[src/rtl/paddle_draw.sv]
// paddle_draw: rasterises one solid paddle rectangle, one pixel per clock, row-major,
// with an erase mode that repaints the same rectangle in black.
module paddle_draw #(
    parameter int         WIDTH  = 4,
    parameter int         HEIGHT = 16,
    parameter logic [2:0] COLOUR = 3'b111
) (
    input  logic       CLOCK_50,
    input  logic       reset,
    input  logic       start,
    input  logic       erase,
    input  logic [7:0] x_in,
    input  logic [6:0] y_in,
    output logic [7:0] x_out,
    output logic [6:0] y_out,
    output logic [2:0] colour_out,
    output logic       plot,
    output logic       busy,
    output logic       done
);
    typedef enum logic [1:0] {IDLE, DRAW, FINISH} state_t;

    localparam logic [3:0] CX_LAST = 4'(WIDTH - 1);
    localparam logic [5:0] CY_LAST = 6'(HEIGHT - 1);

    state_t     state_q, state_d;
    logic [7:0] x0_q, x0_d;
    logic [6:0] y0_q, y0_d;
    logic       erase_q, erase_d;
    logic [3:0] cx_q, cx_d;
    logic [5:0] cy_q, cy_d;
    logic [7:0] x_out_q, x_out_d;
    logic [6:0] y_out_q, y_out_d;
    logic [2:0] colour_out_q, colour_out_d;
    logic       plot_q, plot_d;
    logic       busy_q, busy_d;
    logic       done_q, done_d;

    logic [8:0] x_sum;
    logic [7:0] y_sum;
    logic       on_screen;
    logic       last_col;
    logic       last_px;

    // Sums are one bit wider than the outputs so off-screen pixels are clipped, not wrapped.
    always_comb begin
        x_sum        = {1'b0, x0_q} + 9'(cx_q);
        y_sum        = {1'b0, y0_q} + 8'(cy_q);
        on_screen    = (x_sum <= 9'd159) && (y_sum <= 8'd119);
        last_col     = cx_q == CX_LAST;
        last_px      = last_col && (cy_q == CY_LAST);
        state_d      = state_q;
        x0_d         = x0_q;
        y0_d         = y0_q;
        erase_d      = erase_q;
        cx_d         = cx_q;
        cy_d         = cy_q;
        x_out_d      = x_out_q;
        y_out_d      = y_out_q;
        colour_out_d = colour_out_q;
        plot_d       = 1'b0;
        busy_d       = 1'b0;
        done_d       = 1'b0;
        if (state_q == IDLE && start) begin
            state_d = DRAW;
            x0_d    = x_in;
            y0_d    = y_in;
            erase_d = erase;
            cx_d    = '0;
            cy_d    = '0;
        end else if (state_q == DRAW) begin
            x_out_d      = x_sum[7:0];
            y_out_d      = y_sum[6:0];
            colour_out_d = erase_q ? 3'b000 : COLOUR;
            plot_d       = on_screen;
            busy_d       = 1'b1;
            cx_d         = last_col ? 4'd0 : cx_q + 4'd1;
            cy_d         = last_col ? cy_q + 6'd1 : cy_q;
            state_d      = last_px ? FINISH : DRAW;
        end else if (state_q == FINISH) begin
            done_d  = 1'b1;
            state_d = IDLE;
        end
    end

    always_ff @(posedge CLOCK_50) begin
        if (reset) begin
            state_q      <= IDLE;
            x0_q         <= '0;
            y0_q         <= '0;
            erase_q      <= 1'b0;
            cx_q         <= '0;
            cy_q         <= '0;
            x_out_q      <= '0;
            y_out_q      <= '0;
            colour_out_q <= '0;
            plot_q       <= 1'b0;
            busy_q       <= 1'b0;
            done_q       <= 1'b0;
        end else begin
            state_q      <= state_d;
            x0_q         <= x0_d;
            y0_q         <= y0_d;
            erase_q      <= erase_d;
            cx_q         <= cx_d;
            cy_q         <= cy_d;
            x_out_q      <= x_out_d;
            y_out_q      <= y_out_d;
            colour_out_q <= colour_out_d;
            plot_q       <= plot_d;
            busy_q       <= busy_d;
            done_q       <= done_d;
        end
    end

    assign x_out      = x_out_q;
    assign y_out      = y_out_q;
    assign colour_out = colour_out_q;
    assign plot       = plot_q;
    assign busy       = busy_q;
    assign done       = done_q;
endmodule

[config.mk]
export PLATFORM = sky130hd
export DESIGN_NAME = paddle_draw
export DESIGN_NICKNAME = d
export VERILOG_FILES = /design/src/rtl/paddle_draw.sv
export SDC_FILE = /design/constraint.sdc
export NUM_CORES = 1
export LEC_CHECK = 0
export CAP_MARGIN = 25
export CORE_AREA = 2 2 108 68
export CTS_BUF_LIST = sky130_fd_sc_hd__clkbuf_8 sky130_fd_sc_hd__clkbuf_16
export CTS_CLUSTER_DIAMETER = 120
export CTS_CLUSTER_SIZE = 16
export DETAILED_ROUTE_END_ITERATION = 7
export DIE_AREA = 0 0 110 70
export MAX_ROUTING_LAYER = met4
export PLACE_DENSITY_LB_ADDON = 0.25
export SLEW_MARGIN = 20
export SYNTH_ARGS = -nofsm -noshare
export SYNTH_HDL_FRONTEND = slang
export SYNTH_SLANG_ARGS = --single-unit
export TNS_END_PERCENT = 100
[constraint.sdc]
create_clock -name CLOCK_50 -period 2.9 [get_ports CLOCK_50]
set_input_delay 0.435 -clock CLOCK_50 [delete_from_list [all_inputs] [get_ports CLOCK_50]]
set_output_delay 0.435 -clock CLOCK_50 [all_outputs]
set_load 0.05 [all_outputs]
==> results of run 1 <==
## critical path: cells and delay by family (launching register included)
family / cells / cell delay, ps
compound gates: 3 / 780
fa+ha+maj: 2 / 620
flops: 1 / 390
simple gates: 2 / 290
buf+inv: 1 / 60
## state kept, by name (all words and copies together) (netlist names)
register / count
x0_q: 8
x_out: 8
y0_q: 7
y_out: 7
cy_q: 6
cx_q: 4
state_q: 2
busy: 1
colour_out: 1
done: 1
erase_q: 1
plot: 1
## cell type report
| cell class | instances | area, um^2 |
|---|---|---|
| clock buffers | 6 | 82.6 |
| fillers | 720 | 4010 |
| multi-input cells | 195 | 1240 |
| well taps | 91 | 114 |
| inverters | 14 | 52.6 |
| flip-flops and latches | 47 | 941 |
| repair buffers | 43 | 420 |
| clock inverters | 2 | 12.5 |
## where the power goes
group / leakage (nW) / total, W / switching (W) / internal, W
Clock: 0.0526 / 0.000414 / 0.000222 / 0.000192
Combinational: 0.656 / 0.000263 / 0.000160 / 0.000103
Sequential: 0.383 / 0.000699 / 0.0000221 / 0.000677
Total: 1.09 / 0.00138 / 0.000404 / 0.000972
## synthesized netlist by cell type
library cell  instances
o2bb2ai_1             1
a211oi_1              6
and2_1                1
and4_1                1
dfxtp_1              47
and4bb_1              1
nand3_1               4
and3_1                2
nand4_1               4
fa_1                  2
xor2_1                8
or3_1                 1
nor4_1                1
or4_1                 1
nand2_1              37
inv_1                14
and3b_1               1
buf_2                 2
nor3b_1               1
nand2b_1              4
clkbuf_1              9
a311oi_1              1
buf_4                 4
xnor2_1               8
or3b_1                1
nor2_1               40
o211ai_1              1
nand4b_1              2
ha_1                 15
a221oi_1              1
a211oi_2              3
a21o_1                1
mux2i_1              10
a21oi_1              27
o21ai_0               5
a311o_1               1
nor2b_1               1
nor3_1                2
## layout by cell type, fill, tap and decap left out, types with 2 or more instances in the layout
cell type,instances
clkbuf_8,6
nand3_1,4
buf_4,4
and3_1,2
clkdlybuf4s50_1,39
dfxtp_1,47
nor2_1,40
xor2_1,8
inv_1,15
nand4b_1,2
ha_1,15
nor3_1,2
nand2b_1,4
xnor2_1,8
nand2_1,37
fa_1,2
nand4_1,4
a211oi_1,6
o21ai_0,5
mux2i_1,10
a211oi_2,3
a21oi_1,27
## kinds of logic after synthesis
kind of cell	count (synthesis)	share of synthesized area [%]
AND/OR/NAND/NOR	105	20.7
AO/OA/AOI/OAI	47	12.7
flip-flops	47	40.8
buffers and inverters	29	5.48
adder cells (fa/ha/maj)	17	9.87
XOR/XNOR	16	6.07
multiplexers	10	4.34
## per-layer routing
metal / part of all wire, % / track usage, % / vias up / routed length [um]
li1: - / - / 981 / -
met1: 55 / 21.7 / 852 / 2820
met2: 41 / 19.6 / 26 / 2090
met3: 3.9 / 3.64 / 6 / 199
met4: 0.62 / 3.38 / 0 / 32
met5: 0 / - / - / 0
## through the flow
| stage | area, um^2 | total power [W] |
|---|---|---|
| floorplan | 2310 | 0.000889 |
| global placement | 2770 | 0.000976 |
| detailed placement | 2770 | 0.000980 |
| CTS | 2860 | 0.00139 |
| global route | 2860 | 0.00145 |
| finish | 2860 | 0.00138 |
## path summary, 6_finish.rpt
path	end	depth (start not counted)
max	plot$_SDFF_PP0_	8
min	erase_q$_SDFFE_PP0P_	2
max reg2reg	plot$_SDFF_PP0_	8
min reg2reg	erase_q$_SDFFE_PP0P_	2
==> impl_metrics.csv, run 1 <==
group,metric,value,unit
global_route,grt_pass1_wl,8.54,mm
setup_path,crit_chain,"ha_1, inv_1, fa_1, nand2b_1, a211oi_2, nor4_1, a311o_1, a211oi_2",
setup_path,cp.arrival,2440,ps
synthesis,ys_types,38,
synthesis,synth_area_leaders,"dfxtp_1 41%, ha_1 8.1%, nor2_1 6.5%, nand2_1 6.0%, a21oi_1 5.9%",
setup_path,worstPathRequired,3110,ps
floorplanning,die_width,110,um
place,dpl.cell_count,390,
clock_network,cts_tree,"yes",
floorplanning,row_count,24,
clock_network,clockRootBuffer,"clkbuf_8",
sta,finalWorstSetupSlack,675,ps
synthesis,synth_top_area_share,40.8,%
layout,drive_gt1_share,4.56,%
sta,period_needed,2230,ps
sta,finalHoldViolCount,0,
flow_run,maxCapViolCount,0,
layout,num_antenna_cells,0,
status,status,"complete, no violations",
sta,timing.hold.ws,464,ps
drt,routed_wl,5.14,mm
floorplanning,start_util,33.6,%
clock_network,post_cts.resized_instances,0,
sta,fmax,449,MHz
sta,setup_viol,0,
global_route,first_global_vias,1813,
floorplanning,core,6880,um^2
synthesis,seq_area_frac_synth,40.8,%
layout,stdcell_count,398,
sta,clock_skew,15.4,ps
clock_network,insertion_delay,300,ps
synthesis,synth-seq-cells,47,
pwr,p_per_area,481,nW/um^2
sta,tns,0,ps
layout,nets,342,
clock_network,cts_num_sinks,47,
global_route,overflow,0,
drt,wl_per_cell,12.9,um
setup_path,startpoint,"cy_q[0]$_SDFFE_PP0P_",
setup_path,worstSetupPathType,"flip-flop to flip-flop",
clock_network,path_clk_slew,90,ps
setup_path,crit_path_end_kind,"flip-flop",
setup_path,cp-start-kind,"flip-flop",
place,gp_congestion,0.797,
min_path,hp-start,"erase_q$_SDFFE_PP0P_",
clock_network,holdBufCountCts,0,
clock_network,cts_setup_buffers,0,
sta,maxSlewViolCount,0,
place,dpl_worst_slack,733,ps
drt,vias_per_cell,4.69,
layout,syn_to_final_growth,24.1,%
place,dpl.hpwl,3.70,mm
synthesis,synth_area,2310,um^2
min_path,hold_path_class,"flip-flop to flip-flop",
synthesis,synth_top_area_cell,"dfxtp_1",
clock_network,cts_inserted_buffers,5,
setup_path,cpMaxStageDelayCell,"fa_1",
synthesis,synth_nets,307,
sta,maxSlewHeadroom,57.6,%
setup_path,ff2ff_setup_slack,670,ps
clock_network,htree_levels,2,
global_route,grt_max_degree,34,
layout,final_core_util,41.6,%
setup_path,crit_path_frequent_cell,"a211oi_2",
setup_path,r2r-start,"cy_q[0]$_SDFFE_PP0P_",
drt,drc,0,
sta,tightest_slew,637,ps
sta,rsz0062_at_grt,"no",
floorplanning,io_pins,40,
setup_path,cp_max_fo,4,
place,io_buffers,39,
global_route,groute.usage.overall,14.6,%
floorplanning,fp.dieH,70,um
global_route,antenna_found_initial,0,
synthesis,synth.avg_cell_area,8.51,um^2
synthesis,yosysWarnings,0,
drt,final_antenna_net_count,0,
drt,vias,1865,
floorplanning,die_area,7700,um^2
pwr,p_leak,1.09,nW
pwr,ir_worst_vdd,0.000198,V
drt,drt_iter0_drc,77,
sta,min_period_over_period,76.7,%
drt,first_pass_iters,4,
synthesis,syn_inst,271,
setup_path,critPathMaxStageDelay,400,ps
clock_network,cts.path.max_buffers,2,
(Power assumes the default switching activity.)
==> inputs of run 2 (changes only) <==
==> constraint.sdc (replaced) <==
create_clock -name CLOCK_50 -period 2.31 [get_ports CLOCK_50]
set_input_delay 0.3465 -clock CLOCK_50 [delete_from_list [all_inputs] [get_ports CLOCK_50]]
set_output_delay 0.3465 -clock CLOCK_50 [all_outputs]
set_load 0.05 [all_outputs]
==> impl_metrics.csv, run 2 (same netlist as run 1, synthesis figures left out) <==
group,metric,value,unit
status,status,"complete, no violations",
layout,nFillCells,709,
drt,routed_wl,5.21,mm
sta,maxSlewHeadroom,66.1,%
drt,first_pass_iters,4,
floorplanning,row_count,24,
setup_path,worstSetupPathType,"flip-flop to flip-flop",
layout,nets,344,
drt,vias_per_cell,4.74,
setup_path,startpoint,"cy_q[0]$_SDFFE_PP0P_",
flow_run,maxCapViolCount,0,
setup_path,cp.arrival,2380,ps
layout,layout_common_cells,"46 x dfxtp_1, 40 x nor2_1, 39 x clkdlybuf4s50_1",
drt,final_antenna_net_count,0,
global_route,groute.usage.overall,14.6,%
clock_network,cts_num_sinks,47,
global_route,grt_pass1_wl,8.56,mm
sta,period_needed,2160,ps
sta,timing.hold.ws,464,ps
sta,fmax,462,MHz
setup_path,cp_max_fo,4,
clock_network,htree_levels,2,
clock_network,insertion_delay,300,ps
floorplanning,die_area,7700,um^2
sta,finalWorstSetupSlack,146,ps
pwr,p_per_area,592,nW/um^2
global_route,first_global_vias,1774,
layout,layout_commonest_cell,"dfxtp_1",
drt,vias,1896,
setup_path,critPathMaxStageDelay,400,ps
floorplanning,fp.dieH,70,um
setup_path,crit_path_end_kind,"flip-flop",
layout,drive_gt1_share,6.15,%
setup_path,cpMaxStageDelayCell,"fa_1",
setup_path,cp-start-kind,"flip-flop",
global_route,grt_max_degree,34,
place,gp_congestion,0.840,
sta,rsz0062_at_grt,"no",
sta,clock_skew,6.36,ps
sta,maxSlewViolCount,0,
clock_network,clockRootBuffer,"clkbuf_8",
floorplanning,io_pins,40,
pwr,p_leak,1.10,nW
sta,finalHoldViolCount,0,
place,dpl.hpwl,3.76,mm
clock_network,path_clk_slew,90,ps
layout,num_antenna_cells,0,
sta,min_period_over_period,93.7,%
floorplanning,core,6880,um^2
clock_network,cts.path.max_buffers,2,
setup_path,worstPathRequired,2530,ps
drt,wl_per_cell,13.0,um
floorplanning,start_util,33.6,%
layout,final_core_util,41.9,%
layout,syn_to_final_growth,24.8,%
clock_network,cts_inserted_buffers,5,
place,dpl_worst_slack,113,ps
pwr,ir_worst_vdd,0.000295,V
min_path,hold_path_class,"flip-flop to flip-flop",
min_path,hp-start,"y0_q[3]$_SDFFE_PP0P_",
floorplanning,die_width,110,um
drt,drt_iter0_drc,101,
setup_path,crit_path_frequent_cell,"a211oi_2",
clock_network,cts_tree,"yes",
place,io_buffers,39,
setup_path,r2r-start,"cy_q[0]$_SDFFE_PP0P_",
setup_path,crit_chain,"ha_2, inv_1, fa_1, nand2b_4, a211oi_2, nor4_1, a311o_1, a211oi_2",
global_route,overflow,0,
sta,setup_viol,0,
sta,tns,0,ps
sta,tightest_slew,507,ps
drt,drc,0,
global_route,antenna_found_initial,0,
[run 2: cell types whose count changed in the layout (fill, tap and decap cells not counted), sizes merged]
cell and change:
buf +2, clkbuf -1, clkinvlp +1
[run 2: report_power, final]
part,switching (W),internal [W]
Combinational,0.000202,0.000131
Sequential,0.0000287,0.000850
Clock,0.000284,0.000208
[run 2: path summary, 6_finish.rpt]
kind / end / slack, ps / depth (start not counted)
min: y0_q[3]$_SDFFE_PP0P_ / 460 / 2
max: plot$_SDFF_PP0_ / 150 / 8
max reg2reg: plot$_SDFF_PP0_ / 150 / 8
min reg2reg: y0_q[3]$_SDFFE_PP0P_ / 460 / 2
[run 2: layout make-up]
type	count	area (um^2)	area share [%]
multi-input cells	195	1250	43.4
flip-flops and latches	47	942	32.7
repair buffers	45	435	15.1
well taps	91	114	3.95
clock buffers	5	68.8	2.39
inverters	14	52.6	1.83
clock inverters	3	16.3	0.565
[run 2: worst max-delay path: cells and delay by family, from the launching register on]
kind	cells	cell delay [ps]
adder cells (fa/ha/maj)	2	600
AND/OR/NAND/NOR	2	270
buffers and inverters	1	50
flip-flops	1	370
AO/OA/AOI/OAI	3	790
[run 2: per-layer routing]
metal | routed length, um | GRT usage [%] | vias up
met1 | 2790 | 21.9 | 871
met5 | 0 | - | -
met3 | 260 | 3.36 | 4
met2 | 2140 | 19.8 | 36
met4 | 25 | 2.95 | 0
li1 | - | - | 985
[run 2: timing repair]
| item | CTS | global route |
|---|---|---|
| resized for setup | 0 | 3 |
| hold buffers | 0 | 0 |
| endpoints found under the setup margin | 0 | 1 |
| endpoints found under the hold margin | 0 | 0 |
| buffers inserted | 0 | 1 |
[run 2: through the flow]
step	power, W	std cells	instance area [um^2]
after floorplan	0.00112	271	2310
after global placement	0.00123	391	2780
after detailed placement	0.00123	391	2780
after CTS	0.00172	399	2860
after global routing	0.00178	400	2880
final	0.00170	400	2880
==> inputs of run 3 (changes only) <==
--- a/config.mk
+++ b/config.mk
@@ -12,6 +12,7 @@
 export CTS_CLUSTER_SIZE = 16
 export DETAILED_ROUTE_END_ITERATION = 7
 export DIE_AREA = 0 0 110 70
+export GPL_TIMING_DRIVEN = 0
 export MAX_ROUTING_LAYER = met4
 export PLACE_DENSITY_LB_ADDON = 0.25
 export SLEW_MARGIN = 20
==> constraint.sdc (replaced) <==
create_clock -name CLOCK_50 -period 2.31 [get_ports CLOCK_50]
set_input_delay 0.462 -clock CLOCK_50 [delete_from_list [all_inputs] [get_ports CLOCK_50]]
set_output_delay 0.462 -clock CLOCK_50 [all_outputs]
set_load 0.05 [all_outputs]
==> impl_metrics.csv, run 3 (same netlist as run 1, synthesis figures left out) <==
group,metric,value,unit
layout,final_core_util,42.7,%
setup_path,r2r-start,"cy_q[0]$_SDFFE_PP0P_",
clock_network,cts.path.max_buffers,2,
floorplanning,io_pins,40,
floorplanning,fp.dieH,70,um
pwr,p_per_area,631,nW/um^2
floorplanning,die_area,7700,um^2
pwr,p_leak,1.13,nW
floorplanning,core,6880,um^2
clock_network,cts_setup_buffers,0,
global_route,groute.usage.overall,15.3,%
setup_path,cp-start-kind,"flip-flop",
min_path,hold_path_class,"flip-flop to flip-flop",
setup_path,crit_cells,8,
clock_network,cts_num_sinks,47,
global_route,grt_pass1_wl,8.69,mm
floorplanning,start_util,33.6,%
layout,layout_common_cells,"46 x dfxtp_1, 40 x nor2_1, 38 x clkdlybuf4s50_1",
floorplanning,row_count,24,
setup_path,worstSetupPathType,"flip-flop to flip-flop",
sta,fmax,463,MHz
clock_network,insertion_delay,300,ps
drt,vias,1920,
setup_path,r2r_end,"y_out[6]$_SDFFE_PP0P_",
clock_network,clockRootBuffer,"clkbuf_8",
setup_path,ff2ff_path_depth,8,
place,dpl.hpwl,4.11,mm
setup_path,cpMaxStageDelayCell,"dfxtp_2",
drt,first_pass_iters,4,
clock_network,cts_tree,"yes",
setup_path,critPathMaxStageDelay,370,ps
layout,layout.area.seq,942,um^2
pwr,ir_worst_vdd,0.000215,V
setup_path,cp_max_fo,4,
layout,num_antenna_cells,0,
drt,final_antenna_net_count,0,
global_route,first_global_vias,1726,
pwr,power.total,0.00185,W
layout,layout_commonest_cell,"dfxtp_1",
setup_path,crit_path_end_kind,"flip-flop",
global_route,overflow,0,
setup_path,crit_chain,"ha_1, inv_1, fa_2, nand2b_4, a211oi_4, nor4_1, a311oi_1, a211oi_1",
global_route,grt_max_degree,15,
sta,tightest_slew,685,ps
floorplanning,die_width,110,um
drt,wl_per_cell,13.3,um
drt,drt_iter0_drc,58,
layout,drive_gt1_share,6.31,%
global_route,antenna_found_initial,0,
setup_path,cp.arrival,2320,ps
sta,setup_viol,0,
drt,vias_per_cell,4.71,
place,gp_congestion,0.778,
clock_network,path_clk_slew,90,ps
sta,maxSlewViolCount,0,
sta,period_needed,2160,ps
setup_path,crit_family,"compound AO/OA/AOI/OAI gates",
sta,min_period_over_period,93.5,%
setup_path,ff2ff_setup_slack,150,ps
setup_path,setup.worst_path.end,"y_out[6]$_SDFFE_PP0P_",
flow_run,maxCapViolCount,0,
layout,multiInputGateArea,1260,um^2
sta,clock_skew,6.95,ps
setup_path,path_buf_inv,1,
clock_network,htree_levels,2,
sta,finalHoldViolCount,0,
drt,routed_wl,5.43,mm
layout,nets,352,
sta,timing.hold.ws,463,ps
setup_path,startpoint,"cy_q[0]$_SDFFE_PP0P_",
sta,tns,0,ps
drt,drc,0,
status,status,"complete, no violations",
layout,nFillCells,731,
setup_path,worstPathRequired,2470,ps
place,io_buffers,38,
sta,maxSlewHeadroom,54.3,%
layout,syn_to_final_growth,27.3,%
clock_network,holdBufCountCts,0,
clock_network,cts_inserted_buffers,5,
sta,rsz0062_at_grt,"no",
-- run 3: worst min-delay path by stage --
| stage | start | end | slack (ps) | cells past startpoint |
|---|---|---|---|---|
| 3_5_place_dp | erase_q$_SDFFE_PP0P_ | erase_q$_SDFFE_PP0P_ | 450 | 2 |
| 6_report | y0_q[0]$_SDFFE_PP0P_ | y0_q[0]$_SDFFE_PP0P_ | 460 | 2 |
| 3_3_place_gp | erase_q$_SDFFE_PP0P_ | erase_q$_SDFFE_PP0P_ | 450 | 2 |
| 5_1_grt | x0_q[2]$_SDFFE_PP0P_ | x0_q[2]$_SDFFE_PP0P_ | 480 | 2 |
| 2_1_floorplan | erase_q$_SDFFE_PP0P_ | erase_q$_SDFFE_PP0P_ | 440 | 2 |
| 4_1_cts | erase_q$_SDFFE_PP0P_ | erase_q$_SDFFE_PP0P_ | 460 | 2 |
-- run 3: per-stage QoR --
step	setup WS [ps]	instance area [um^2]	std cells
after CTS	11.3	2920	408
after global placement	88.3	2800	400
final	151	2940	408
after floorplan	300	2310	271
after global routing	42.4	2940	408
after detailed placement	51.8	2800	400
-- run 3: cell type report --
class	count	area share, %
Sequential cell	47	32.1
Clock inverter	2	1.19
Clock buffer	6	2.81
Buffer	15	2.51
Timing Repair Buffer	38	12.9
Inverter	14	1.79
Multi-Input combinational cell	195	42.8
Tap cell	91	3.88
-- run 3: power by group --
part	leakage [nW]	total [W]	internal, W	switching, W
clock network	0.0612	0.000634	0.000351	0.000284
registers	0.384	0.000877	0.000850	0.0000270
logic	0.686	0.000343	0.000133	0.000211
-- run 3: worst reg2reg max path, delay by kind of cell (launching register included) --
| family | cells | cell delay [ps] |
|---|---|---|
| AOI/OAI and AO/OA | 3 | 770 |
| adders and majority gates | 2 | 550 |
| DFF | 1 | 370 |
| and+or+nand+nor | 2 | 270 |
| buffers and inverters | 1 | 60 |
-- run 3: timing repair --
item / CTS / global route
setup endpoints to repair: 0 / 2
endpoints found under the hold margin: 0 / 0
resized for setup: 0 / 4
-- run 3: routing by layer --
metal	share of wire (%)	global-route usage (%)	wire, um
met1	54	22.3	2960
met2	41	21.7	2200
met3	4.4	3.64	238
met4	0.55	2.95	30
met5	0	-	0
